### src/rtl/uart2bus_resp_tx.sv
// Transmit half of the UART-to-bus bridge.
// Turns bus read-data bytes into an ASCII hex reply or a raw binary reply.
// Each character goes out on ser_out as a UART frame, LSB first.
// Optional feature macro: UART_TX_PARITY_EN adds an even-parity bit before the stop bit.
module uart2bus_resp_tx #(
  parameter int BAUD_DIV = 16
) (
  input  logic       clock,
  input  logic       reset,
  input  logic       rsp_valid,
  output logic       rsp_ready,
  input  logic [7:0] rsp_data,
  input  logic       rsp_last,
  input  logic       rsp_bin,
  output logic       ser_out,
  output logic       tx_busy
);

  typedef enum logic [2:0] {F_IDLE, F_HI, F_LO, F_SEP, F_CR, F_LF, F_BIN} fmt_state_t;
  typedef enum logic [2:0] {S_IDLE, S_START, S_DATA, S_PARITY, S_STOP} ser_state_t;

  localparam logic [15:0] BAUD_LOAD = 16'(BAUD_DIV - 1);

  fmt_state_t fmt_state_reg, fmt_state_next;
  logic [7:0] data_reg;
  logic       last_reg;
  logic       ready_reg;
  logic       capture;
  logic       char_load;
  logic [7:0] char_data;

  logic [7:0] hold_reg;
  logic       hold_full_reg;
  logic       hold_take;

  ser_state_t ser_state_reg, ser_state_next;
  logic [15:0] baud_cnt_reg, baud_cnt_next;
  logic [7:0]  shift_reg, shift_next;
  logic [2:0]  bit_cnt_reg, bit_cnt_next;
  logic        ser_out_reg, ser_out_next;
`ifdef UART_TX_PARITY_EN
  logic        parity_reg, parity_next;
`endif

  // Uppercase ASCII hex digit for one nibble.
  function automatic logic [7:0] hex_char(input logic [3:0] nib);
    if (nib < 4'd10) return {4'h3, nib};
    else             return 8'h37 + {4'h0, nib};
  endfunction

  // Formatter state, captured byte and registered ready flag.
  always_ff @(posedge clock) begin
    if (!reset) begin
      fmt_state_reg <= F_IDLE;
      data_reg      <= 8'h00;
      last_reg      <= 1'b0;
      ready_reg     <= 1'b0;
    end else begin
      fmt_state_reg <= fmt_state_next;
      ready_reg     <= (fmt_state_next == F_IDLE);
      if (capture) begin
        data_reg <= rsp_data;
        last_reg <= rsp_last;
      end
    end
  end

  // Formatter next state: one character per state, each waits for an empty holding register.
  always_comb begin
    fmt_state_next = fmt_state_reg;
    capture        = 1'b0;
    char_load      = 1'b0;
    char_data      = 8'h00;
    case (fmt_state_reg)
      F_IDLE: begin
        if (rsp_valid && ready_reg) begin
          capture        = 1'b1;
          fmt_state_next = rsp_bin ? F_BIN : F_HI;
        end
      end
      F_HI: if (!hold_full_reg) begin
        char_load      = 1'b1;
        char_data      = hex_char(data_reg[7:4]);
        fmt_state_next = F_LO;
      end
      F_LO: if (!hold_full_reg) begin
        char_load      = 1'b1;
        char_data      = hex_char(data_reg[3:0]);
        fmt_state_next = last_reg ? F_CR : F_SEP;
      end
      F_SEP: if (!hold_full_reg) begin
        char_load      = 1'b1;
        char_data      = 8'h20;
        fmt_state_next = F_IDLE;
      end
      F_CR: if (!hold_full_reg) begin
        char_load      = 1'b1;
        char_data      = 8'h0D;
        fmt_state_next = F_LF;
      end
      F_LF: if (!hold_full_reg) begin
        char_load      = 1'b1;
        char_data      = 8'h0A;
        fmt_state_next = F_IDLE;
      end
      F_BIN: if (!hold_full_reg) begin
        char_load      = 1'b1;
        char_data      = data_reg;
        fmt_state_next = F_IDLE;
      end
      default: fmt_state_next = F_IDLE;
    endcase
  end

  // Holding register: filled by the formatter, emptied by the serialiser (never both in one cycle).
  always_ff @(posedge clock) begin
    if (!reset) begin
      hold_reg      <= 8'h00;
      hold_full_reg <= 1'b0;
    end else if (hold_take) begin
      hold_full_reg <= 1'b0;
    end else if (char_load) begin
      hold_reg      <= char_data;
      hold_full_reg <= 1'b1;
    end
  end

  // Serialiser registers; ser_out is registered so it changes exactly on bit boundaries.
  always_ff @(posedge clock) begin
    if (!reset) begin
      ser_state_reg <= S_IDLE;
      baud_cnt_reg  <= 16'h0000;
      shift_reg     <= 8'h00;
      bit_cnt_reg   <= 3'd0;
      ser_out_reg   <= 1'b1;
`ifdef UART_TX_PARITY_EN
      parity_reg    <= 1'b0;
`endif
    end else begin
      ser_state_reg <= ser_state_next;
      baud_cnt_reg  <= baud_cnt_next;
      shift_reg     <= shift_next;
      bit_cnt_reg   <= bit_cnt_next;
      ser_out_reg   <= ser_out_next;
`ifdef UART_TX_PARITY_EN
      parity_reg    <= parity_next;
`endif
    end
  end

  // Serialiser next state: each bit lasts BAUD_DIV cycles, stop bit chains straight into the next start.
  always_comb begin
    ser_state_next = ser_state_reg;
    baud_cnt_next  = baud_cnt_reg;
    shift_next     = shift_reg;
    bit_cnt_next   = bit_cnt_reg;
    ser_out_next   = ser_out_reg;
    hold_take      = 1'b0;
`ifdef UART_TX_PARITY_EN
    parity_next    = parity_reg;
`endif
    case (ser_state_reg)
      S_IDLE: begin
        ser_out_next = 1'b1;
        if (hold_full_reg) begin
          hold_take      = 1'b1;
          shift_next     = hold_reg;
          baud_cnt_next  = BAUD_LOAD;
          ser_out_next   = 1'b0;
          ser_state_next = S_START;
`ifdef UART_TX_PARITY_EN
          parity_next    = ^hold_reg;
`endif
        end
      end
      S_START: begin
        if (baud_cnt_reg == 16'h0000) begin
          baud_cnt_next  = BAUD_LOAD;
          bit_cnt_next   = 3'd0;
          ser_out_next   = shift_reg[0];
          ser_state_next = S_DATA;
        end else begin
          baud_cnt_next = baud_cnt_reg - 16'd1;
        end
      end
      S_DATA: begin
        if (baud_cnt_reg == 16'h0000) begin
          baud_cnt_next = BAUD_LOAD;
          if (bit_cnt_reg == 3'd7) begin
`ifdef UART_TX_PARITY_EN
            ser_out_next   = parity_reg;
            ser_state_next = S_PARITY;
`else
            ser_out_next   = 1'b1;
            ser_state_next = S_STOP;
`endif
          end else begin
            bit_cnt_next = bit_cnt_reg + 3'd1;
            ser_out_next = shift_reg[1];
            shift_next   = {1'b0, shift_reg[7:1]};
          end
        end else begin
          baud_cnt_next = baud_cnt_reg - 16'd1;
        end
      end
      S_PARITY: begin
        if (baud_cnt_reg == 16'h0000) begin
          baud_cnt_next  = BAUD_LOAD;
          ser_out_next   = 1'b1;
          ser_state_next = S_STOP;
        end else begin
          baud_cnt_next = baud_cnt_reg - 16'd1;
        end
      end
      S_STOP: begin
        if (baud_cnt_reg == 16'h0000) begin
          if (hold_full_reg) begin
            hold_take      = 1'b1;
            shift_next     = hold_reg;
            baud_cnt_next  = BAUD_LOAD;
            ser_out_next   = 1'b0;
            ser_state_next = S_START;
`ifdef UART_TX_PARITY_EN
            parity_next    = ^hold_reg;
`endif
          end else begin
            ser_out_next   = 1'b1;
            ser_state_next = S_IDLE;
          end
        end else begin
          baud_cnt_next = baud_cnt_reg - 16'd1;
        end
      end
      default: begin
        ser_out_next   = 1'b1;
        ser_state_next = S_IDLE;
      end
    endcase
  end

  assign rsp_ready = ready_reg;
  assign ser_out   = ser_out_reg;
  assign tx_busy   = (fmt_state_reg != F_IDLE) || hold_full_reg || (ser_state_reg != S_IDLE);

endmodule

### config.mk
export PLATFORM = sky130hd
export DESIGN_NAME = uart2bus_resp_tx
export DESIGN_NICKNAME = d
export VERILOG_FILES = /design/src/rtl/uart2bus_resp_tx.sv
export SDC_FILE = /design/constraint.sdc
export NUM_CORES = 1
export LEC_CHECK = 0
export ABC_AREA = 1
export CORE_ASPECT_RATIO = 1.2
export CORE_MARGIN = 2
export CORE_UTILIZATION = 54
export CTS_CLUSTER_SIZE = 28
export DETAILED_ROUTE_END_ITERATION = 8
export PLACE_DENSITY = 0.76
export SETUP_SLACK_MARGIN = 0.05
export SYNTH_ARGS = -nofsm -noshare
export SYNTH_HDL_FRONTEND = slang
export SYNTH_SLANG_ARGS = --single-unit
### constraint.sdc
create_clock -name clock -period 1.4 [get_ports clock]
set_clock_uncertainty 0.15 [all_clocks]
set_input_delay 0.14 -clock clock [delete_from_list [all_inputs] [get_ports clock]]
set_output_delay 0.14 -clock clock [all_outputs]
set_load 0.05 [all_outputs]
==> impl_metrics.csv, run 1 <==
group,metric,value,unit
clocking,h-tree-depth,2,
run_status,status,"stopped before the end",
clocking,cts_root_buf,"clkbuf_8",
logic_synthesis,synth_top_cells_by_count,"nand2_1 (111), nor2_1 (74), inv_1 (59), dfxtp_1 (53)",
die,die_h,88.4,µm
logic_synthesis,synth.distinct_cells,35,
sta,worst_endpoint,"bit_cnt_reg[2]$_SDFFE_PN0P_/D",
sta,worst-ep-kind,"sequential cell input",
logic_synthesis,netlist_top_cells_area,"dfxtp_1 (33%), nand2_1 (13%), nor2_1 (8.7%)",
logic_synthesis,syn_nets,531,
clocking,clk_path_buf_depth,2,
die,die_x,74.3,µm
logic_synthesis,synth_edf_count,0,
die,start_util,56.1,%
clocking,cts_hold_buf,0,
logic_synthesis,yosysMostFrequentCell,"nand2_1",
run_status,firstError,"[ERROR GRT-0232] Routing congestion too high. Check the congestion heatmap in the GUI.",
logic_synthesis,syn_inst,512,
place,gp_congestion,0.920,
logic_synthesis,yosysTopAreaCell,"dfxtp_1",
logic_synthesis,synth_area,3200,µm²
global_routing,grt_max_degree,26,
place,port_buffers,15,
logic_synthesis,synth_top_area_share,33.1,%
logic_synthesis,synthArstFlopShare,0,%
place,hpwlAfterDp,7100,µm
global_routing,track_usage,90.0,%
logic_synthesis,synth_seq_area_share,33.1,%
place,dp.cells,672,
clocking,cts_buffers,5,
logic_synthesis,synth_seq_cells,53,
die,ios,16,
global_routing,grt-ovfl-total,431,
logic_synthesis,avgSynthCellArea,6.25,µm²
die,num_rows,30,
clocking,numClockSinks,53,
logic_synthesis,synthFlopType,"dfxtp_1",
run_status,haltStage,"global routing",
logic_synthesis,yosys_warnings,0,
repair_timing:
| item | 4_1_cts |
|---|---|
| buffers inserted | 13 |
| setup endpoints to repair | 54 |
| gates cloned | 3 |
| gates resized for setup | 123 |
| pin swaps | 44 |
kinds of logic after synthesis:
logic type | count (synthesis) | synth area share (%)
simple gates | 265 | 36.1
compound gates | 106 | 17.9
buf+inv | 80 | 9.96
flops | 53 | 33.1
fa+ha+maj | 6 | 2.34
xor+xnor | 2 | 0.547
per-layer routing:
metal,GRT usage (%),GRT overflow
met5,6.35,0
met4,108,103
met3,57.9,3
met2,123,324
met1,81.2,1
metrics by stage:
stage	setup slack [ps]	cell area, µm²	util, %
floorplan	-82.3	3440	-
global placement	-213	4240	74.3
detailed placement	-230	4240	74.3
CTS	-208	4890	85.8
==> run 2, diff against run 1 <==
CORE_ASPECT_RATIO = default   (was 1.2)
CORE_UTILIZATION = 40   (was 54)
CTS_CLUSTER_SIZE = default   (was 28)
PLACE_DENSITY = default   (was 0.76)
PLACE_DENSITY_LB_ADDON = 0.15   (was default)
SETUP_SLACK_MARGIN = default   (was 0.05)
clock period = 1.82 ns   (was 1.4 ns; I/O delays follow)
==> impl_metrics.csv, run 2 <==
group,metric,value,unit
run_status,status,"finished clean",
die,ios,16,
global_routing,grt_first_pass_wirelength,13800,µm
clocking,cts_root_buf,"clkbuf_8",
worst_setup_path,crit_required,1490,ps
pwr,intPower,0.00327,W
worst_setup_path,end_kind,"primary output",
sta,worst_hold_slack,290,ps
hold_path,hold_class,"in -> reg",
pwr,combPwrFrac,60.7,%
final_layout,antennaDiodeCount,0,
detailed_routing,drtPass1Iterations,5,
flow_run,max-cap-violations,0,
global_routing,grt_pass1_vias,2966,
pwr,p_switching,0.00314,W
logic_synthesis,avgSynthCellArea,6.25,µm²
logic_synthesis,synth_top_cells_by_count,"nand2_1 (111), nor2_1 (74), inv_1 (59), dfxtp_1 (53)",
global_routing,grt_max_degree,23,
sta,layout_min_cycle_time,1750,ps
logic_synthesis,synth_area,3200,µm²
place,port_buffers,15,
logic_synthesis,syn_inst,512,
clocking,numClockSinks,53,
hold_path,whs_path_depth,3,
worst_setup_path,endpoint,"tx_busy",
logic_synthesis,synthSimpleGateAreaFrac,36.1,%
final_layout,final_cell_mix,"nand2_1 (110), nor2_1 (69), inv_1 (56), dfxtp_1 (50)",
worst_setup_path,crit_type,"reg -> out",
die,die_x,93.5,µm
sta,max_freq,0.570,GHz
sta,hold_viol,0,
place,dp.cells,638,
pwr,power_frac_seq,27.9,%
detailed_routing,vias_per_cell,5.07,
logic_synthesis,synth_seq_area_share,33.1,%
clocking,clkSlewWorstSetupHoldPaths,100,ps
final_layout,post-route-cell-area,3770,µm²
logic_synthesis,synth_seq_cells,53,
global_routing,antenna_found_initial,0,
final_layout,drive_gt1_share,13.4,%
place,hpwlAfterDp,6030,µm
die,num_rows,32,
detailed_routing,drc,0,
logic_synthesis,synth_top_family_by_area,"simple AND/OR/NAND/NOR gates",
logic_synthesis,synth.distinct_cells,35,
sta,period_share,96.4,%
worst_setup_path,regToRegStartpoint,"baud_cnt_reg[1]",
pwr,ir_drop,0.00109,V
pwr,switching_share,49.0,%
logic_synthesis,synth_compound_area_share,17.9,%
worst_setup_path,worstPathArrival,1420,ps
worst_setup_path,startpoint,"ser_state_reg[1]",
clocking,cts_tree,"done",
place,gp_congestion,0.828,
clocking,insertion_delay,310,ps
final_layout,post-route-util,48.8,%
pwr,clockPowerShare,11.4,%
final_layout,nets,563,
pwr,p_leak,1.70,nW
final_layout,largest_reg_flops,16,
clocking,h-tree-depth,2,
sta,setup_viol,0,
logic_synthesis,yosysMostFrequentCell,"nand2_1",
logic_synthesis,synthArstFlopShare,0,%
global_routing,track_usage,19.6,%
die,core-area,7730,µm²
logic_synthesis,synth_top_area_share,33.1,%
sta,maxSlewViolCount,0,
final_layout,areaGrowthSynthToFinish,17.7,%
logic_synthesis,syn_nets,531,
logic_synthesis,synthAdderAreaFrac,2.34,%
clocking,cts_buffers,5,
place,place_area,3600,µm²
sta,relSlewSlack,74.1,%
detailed_routing,routed_wl,8120,µm
worst_setup_path,rr_worst_depth,9,
final_layout,final_common_cell,"nand2_1",
global_routing,grt-ovfl-total,0,
worst_setup_path,reg2reg_slack,120,ps
logic_synthesis,synthFlopType,"dfxtp_1",
detailed_routing,drtIter0Drc,169,
sta,worstMarginPinSlew,385,ps
detailed_routing,wl_per_cell,12.5,µm
logic_synthesis,yosysTopAreaCell,"dfxtp_1",
logic_synthesis,netlist_top_cells_area,"dfxtp_1 (33%), nand2_1 (13%), nor2_1 (8.7%)",
die,die-area,8740,µm²
logic_synthesis,synthXorXnorAreaFrac,0.547,%
detailed_routing,vias,3278,
logic_synthesis,synth.area.mux_share,0,%
clocking,clk_path_buf_depth,2,
sta,rsz0062_at_grt,"true",
die,start_util,41.4,%
detailed_routing,antenna_left,0,
final_layout,fin_cells,647,
logic_synthesis,yosys_warnings,0,
die,die_h,93.5,µm
pwr,p_per_area,1700,nW/µm²
logic_synthesis,synth_edf_count,0,
worst_setup_path,critical_path.max_fanout,5,
worst_setup_path,r2r-end,"hold_full_reg",
worst_setup_path,startpoint_type,"register",
==> run 2: worst min path at each step <==
stage | end | slack, ps | startpoint
6_report | data_reg[7] | 290 | rsp_data[7]
3_5_place_dp | last_reg | 310 | last_reg
3_3_place_gp | last_reg | 310 | last_reg
4_1_cts | data_reg[7] | 290 | rsp_data[7]
5_1_grt | data_reg[7] | 310 | rsp_data[7]
2_1_floorplan | data_reg[7] | 170 | rsp_data[7]
==> run 2: power by group through the flow <==
stage | clock [W] | combinational [W] | sequential, W
4_1_cts | 0.000756 | 0.00372 | 0.00178
3_5_place_dp | 0 | 0.00368 | 0.00180
6_report | 0.000733 | 0.00389 | 0.00179
5_1_grt | 0.000794 | 0.00440 | 0.00183
3_3_place_gp | 0 | 0.00365 | 0.00180
2_1_floorplan | 0 | 0.00263 | 0.00177
==> run 2: repair_timing <==
| action | in CTS | in global routing |
|---|---|---|
| gates cloned | 0 | 0 |
| hold buffers | 0 | 0 |
| pin swaps | 1 | 3 |
| setup buffers | 0 | 1 |
| endpoints found under the setup margin | 1 | 33 |
| resized for setup | 4 | 18 |
==> run 2: layout make-up <==
type | count | area (µm²)
Fill cell | 802 | 3960
Clock inverter | 2 | 13.8
Clock buffer | 6 | 82.6
Multi-Input combinational cell | 379 | 1880
Tap cell | 102 | 128
Sequential cell | 53 | 1060
Inverter | 63 | 240
Timing Repair Buffer | 42 | 362
==> run 2: kinds of logic (layout without fill, tap and decap cells) <==
| kind of cell | after synthesis | count (layout) |
|---|---|---|
| XOR/XNOR | 2 | 2 |
| AND/OR/NAND/NOR | 265 | 265 |
| buffers and inverters | 80 | 113 |
| AO/OA/AOI/OAI | 106 | 106 |
| flip-flops | 53 | 53 |
| adder cells (fa/ha/maj) | 6 | 6 |
==> run 2: critical path, cell delays in order, from the launching register on <==
cell	delay (ps)
dfxtp_1	360
inv_2	120
nand2_4	90
nor2_4	120
nand4_1	200
buf_12	220
==> run 2: routing by layer <==
layer | up-vias | wire length (µm) | GRT usage, %
met3 | 10 | 304 | 2.90
met2 | 77 | 3540 | 30.3
met5 | - | 0 | 0
met1 | 1462 | 4140 | 27.9
li1 | 1729 | - | -
met4 | 0 | 142 | 6.74
==> run 2: stage by stage <==
stage / setup WS, ps / total power [W] / setup TNS, ps
6_report: 66.4 / 0.00641 / 0
2_1_floorplan: 118 / 0.00440 / 0
3_3_place_gp: 99.5 / 0.00545 / 0
4_1_cts: 20.2 / 0.00625 / 0
3_5_place_dp: 47.4 / 0.00548 / 0
5_1_grt: -4.35 / 0.00703 / -4.88
Note: power is estimated with default switching activity, not from simulation.
==> run 3, diff against run 2 <==
HOLD_SLACK_MARGIN = 0.12   (was default)
clock period = 2.2 ns   (was 1.82 ns; I/O delays follow)
==> impl_metrics.csv, run 3 (same netlist as run 2, synthesis figures left out) <==
group,metric,value,unit
run_status,status,"finished clean",
pwr,p_leak,1.60,nW
clocking,post-cts-setup-buffer-count,0,
flow_run,max-cap-violations,0,
global_routing,grt_max_degree,21,
die,ios,16,
final_layout,drive_gt1_share,7.58,%
clocking,cts_buffers,5,
place,hpwlAfterDp,5860,µm
die,die_x,93.5,µm
final_layout,fin_cells,630,
sta,worstMarginPinSlew,510,ps
global_routing,grt_pass1_vias,2929,
detailed_routing,drc,0,
detailed_routing,drtPass1Iterations,5,
sta,maxSlewViolCount,0,
global_routing,antenna_found_initial,0,
hold_path,whs_path_depth,2,
final_layout,nets,546,
clocking,clk_path_buf_depth,2,
pwr,ir_drop,0.000963,V
final_layout,fillers,834,
worst_setup_path,rr_worst_depth,7,
worst_setup_path,startpoint_type,"register",
die,core-area,7730,µm²
detailed_routing,wl_per_cell,12.2,µm
clocking,h-tree-depth,2,
worst_setup_path,crit_required,1830,ps
final_layout,final_cell_mix,"nand2_1 (111), nor2_1 (74), inv_1 (59), dfxtp_1 (53)",
sta,hold_viol,0,
clocking,cts_repair_resize_count,0,
worst_setup_path,worstPathArrival,1550,ps
global_routing,track_usage,19.2,%
global_routing,grt-ovfl-total,0,
detailed_routing,routed_wl,7680,µm
detailed_routing,vias,3197,
final_layout,areaGrowthSynthToFinish,11.7,%
clocking,clkSlewWorstSetupHoldPaths,100,ps
pwr,p_per_area,1380,nW/µm²
worst_setup_path,crit_type,"reg -> out",
sta,rsz0062_at_grt,"false",
detailed_routing,vias_per_cell,5.07,
global_routing,grt_first_pass_wirelength,13700,µm
clocking,cts_root_buf,"clkbuf_8",
final_layout,final_common_cell,"nand2_1",
clocking,numClockSinks,53,
sta,layout_min_cycle_time,1920,ps
clocking,insertion_delay,310,ps
die,start_util,41.4,%
sta,setup_viol,0,
place,gp_congestion,0.890,
worst_setup_path,end_kind,"primary output",
detailed_routing,drtIter0Drc,126,
clocking,cts_tree,"done",
detailed_routing,antenna_left,0,
worst_setup_path,critical_path.max_fanout,5,
die,die-area,8740,µm²
sta,relSlewSlack,65.9,%
pwr,fin_total_pwr,0.00493,W
final_layout,largest_reg_flops,16,
sta,tns,0,ps
hold_path,hold_class,"reg -> reg",
final_layout,antennaDiodeCount,0,
final_layout,post-route-util,46.3,%
die,num_rows,32,
place,dp.cells,622,
clocking,cts_hold_buf,0,
place,port_buffers,15,
sta,max_freq,0.520,GHz
die,die_h,93.5,µm
sta,period_share,87.5,%
-- run 3: cell types whose count changed in the layout (fill, tap and decap cells not counted), sizes merged --
| cell | before | now |
|---|---|---|
| buf | 30 | 11 |
| clkdlybuf4s50 | 12 | 14 |
| clkbuf | 6 | 5 |
| inv | 61 | 62 |
-- run 3: per-layer routing --
layer | share of wire, % | routed length [µm] | global-route usage, % | up-vias
met5 | 0 | 0 | 0 | -
met4 | 0.77 | 59 | 4.41 | 0
met3 | 3.2 | 249 | 2.42 | 4
met2 | 43 | 3340 | 29.9 | 52
met1 | 52 | 4030 | 28.1 | 1438
li1 | - | - | - | 1703
-- run 3: power by group --
| group | switching (W) | leakage [nW] | internal, W |
|---|---|---|---|
| registers | 0.000233 | 0.432 | 0.00125 |
| logic | 0.00185 | 1.13 | 0.00102 |
| clock network | 0.000353 | 0.0447 | 0.000231 |
-- run 3: metrics by stage --
stage               area [µm²]  setup WS, ps  hold WS, ps
floorplan                 3200           460          205
global placement          3480           271          296
detailed placement        3480           246          305
CTS                       3580           250          321
global route              3580           144          342
finish                    3580           276          313
-- run 3: area by class of cell --
| type | count | area [µm²] | share of cell area (%) |
|---|---|---|---|
| timing repair buffer | 25 | 235 | 6.58 |
| tap | 102 | 128 | 3.57 |
| clock inverter | 3 | 25.0 | 0.700 |
| multi-input combinational | 379 | 1820 | 50.9 |
| sequential | 53 | 1060 | 29.7 |
| inverter | 63 | 236 | 6.61 |
| clock buffer | 5 | 68.8 | 1.92 |
-- run 3: worst max-delay path: stages (launching register included) --
cell,delay [ps]
dfxtp_1,350
inv_1,140
nand2_2,110
nor2_1,210
nand4_1,220
buf_12,210
-- run 3: final timing paths --
path	from	endpoint	slack (ps)
max	ser_state_reg[1]	tx_busy	280
min	last_reg	last_reg	310
max reg2reg	fmt_state_reg[2]	fmt_state_reg[0]	340
min reg2reg	last_reg	last_reg	310
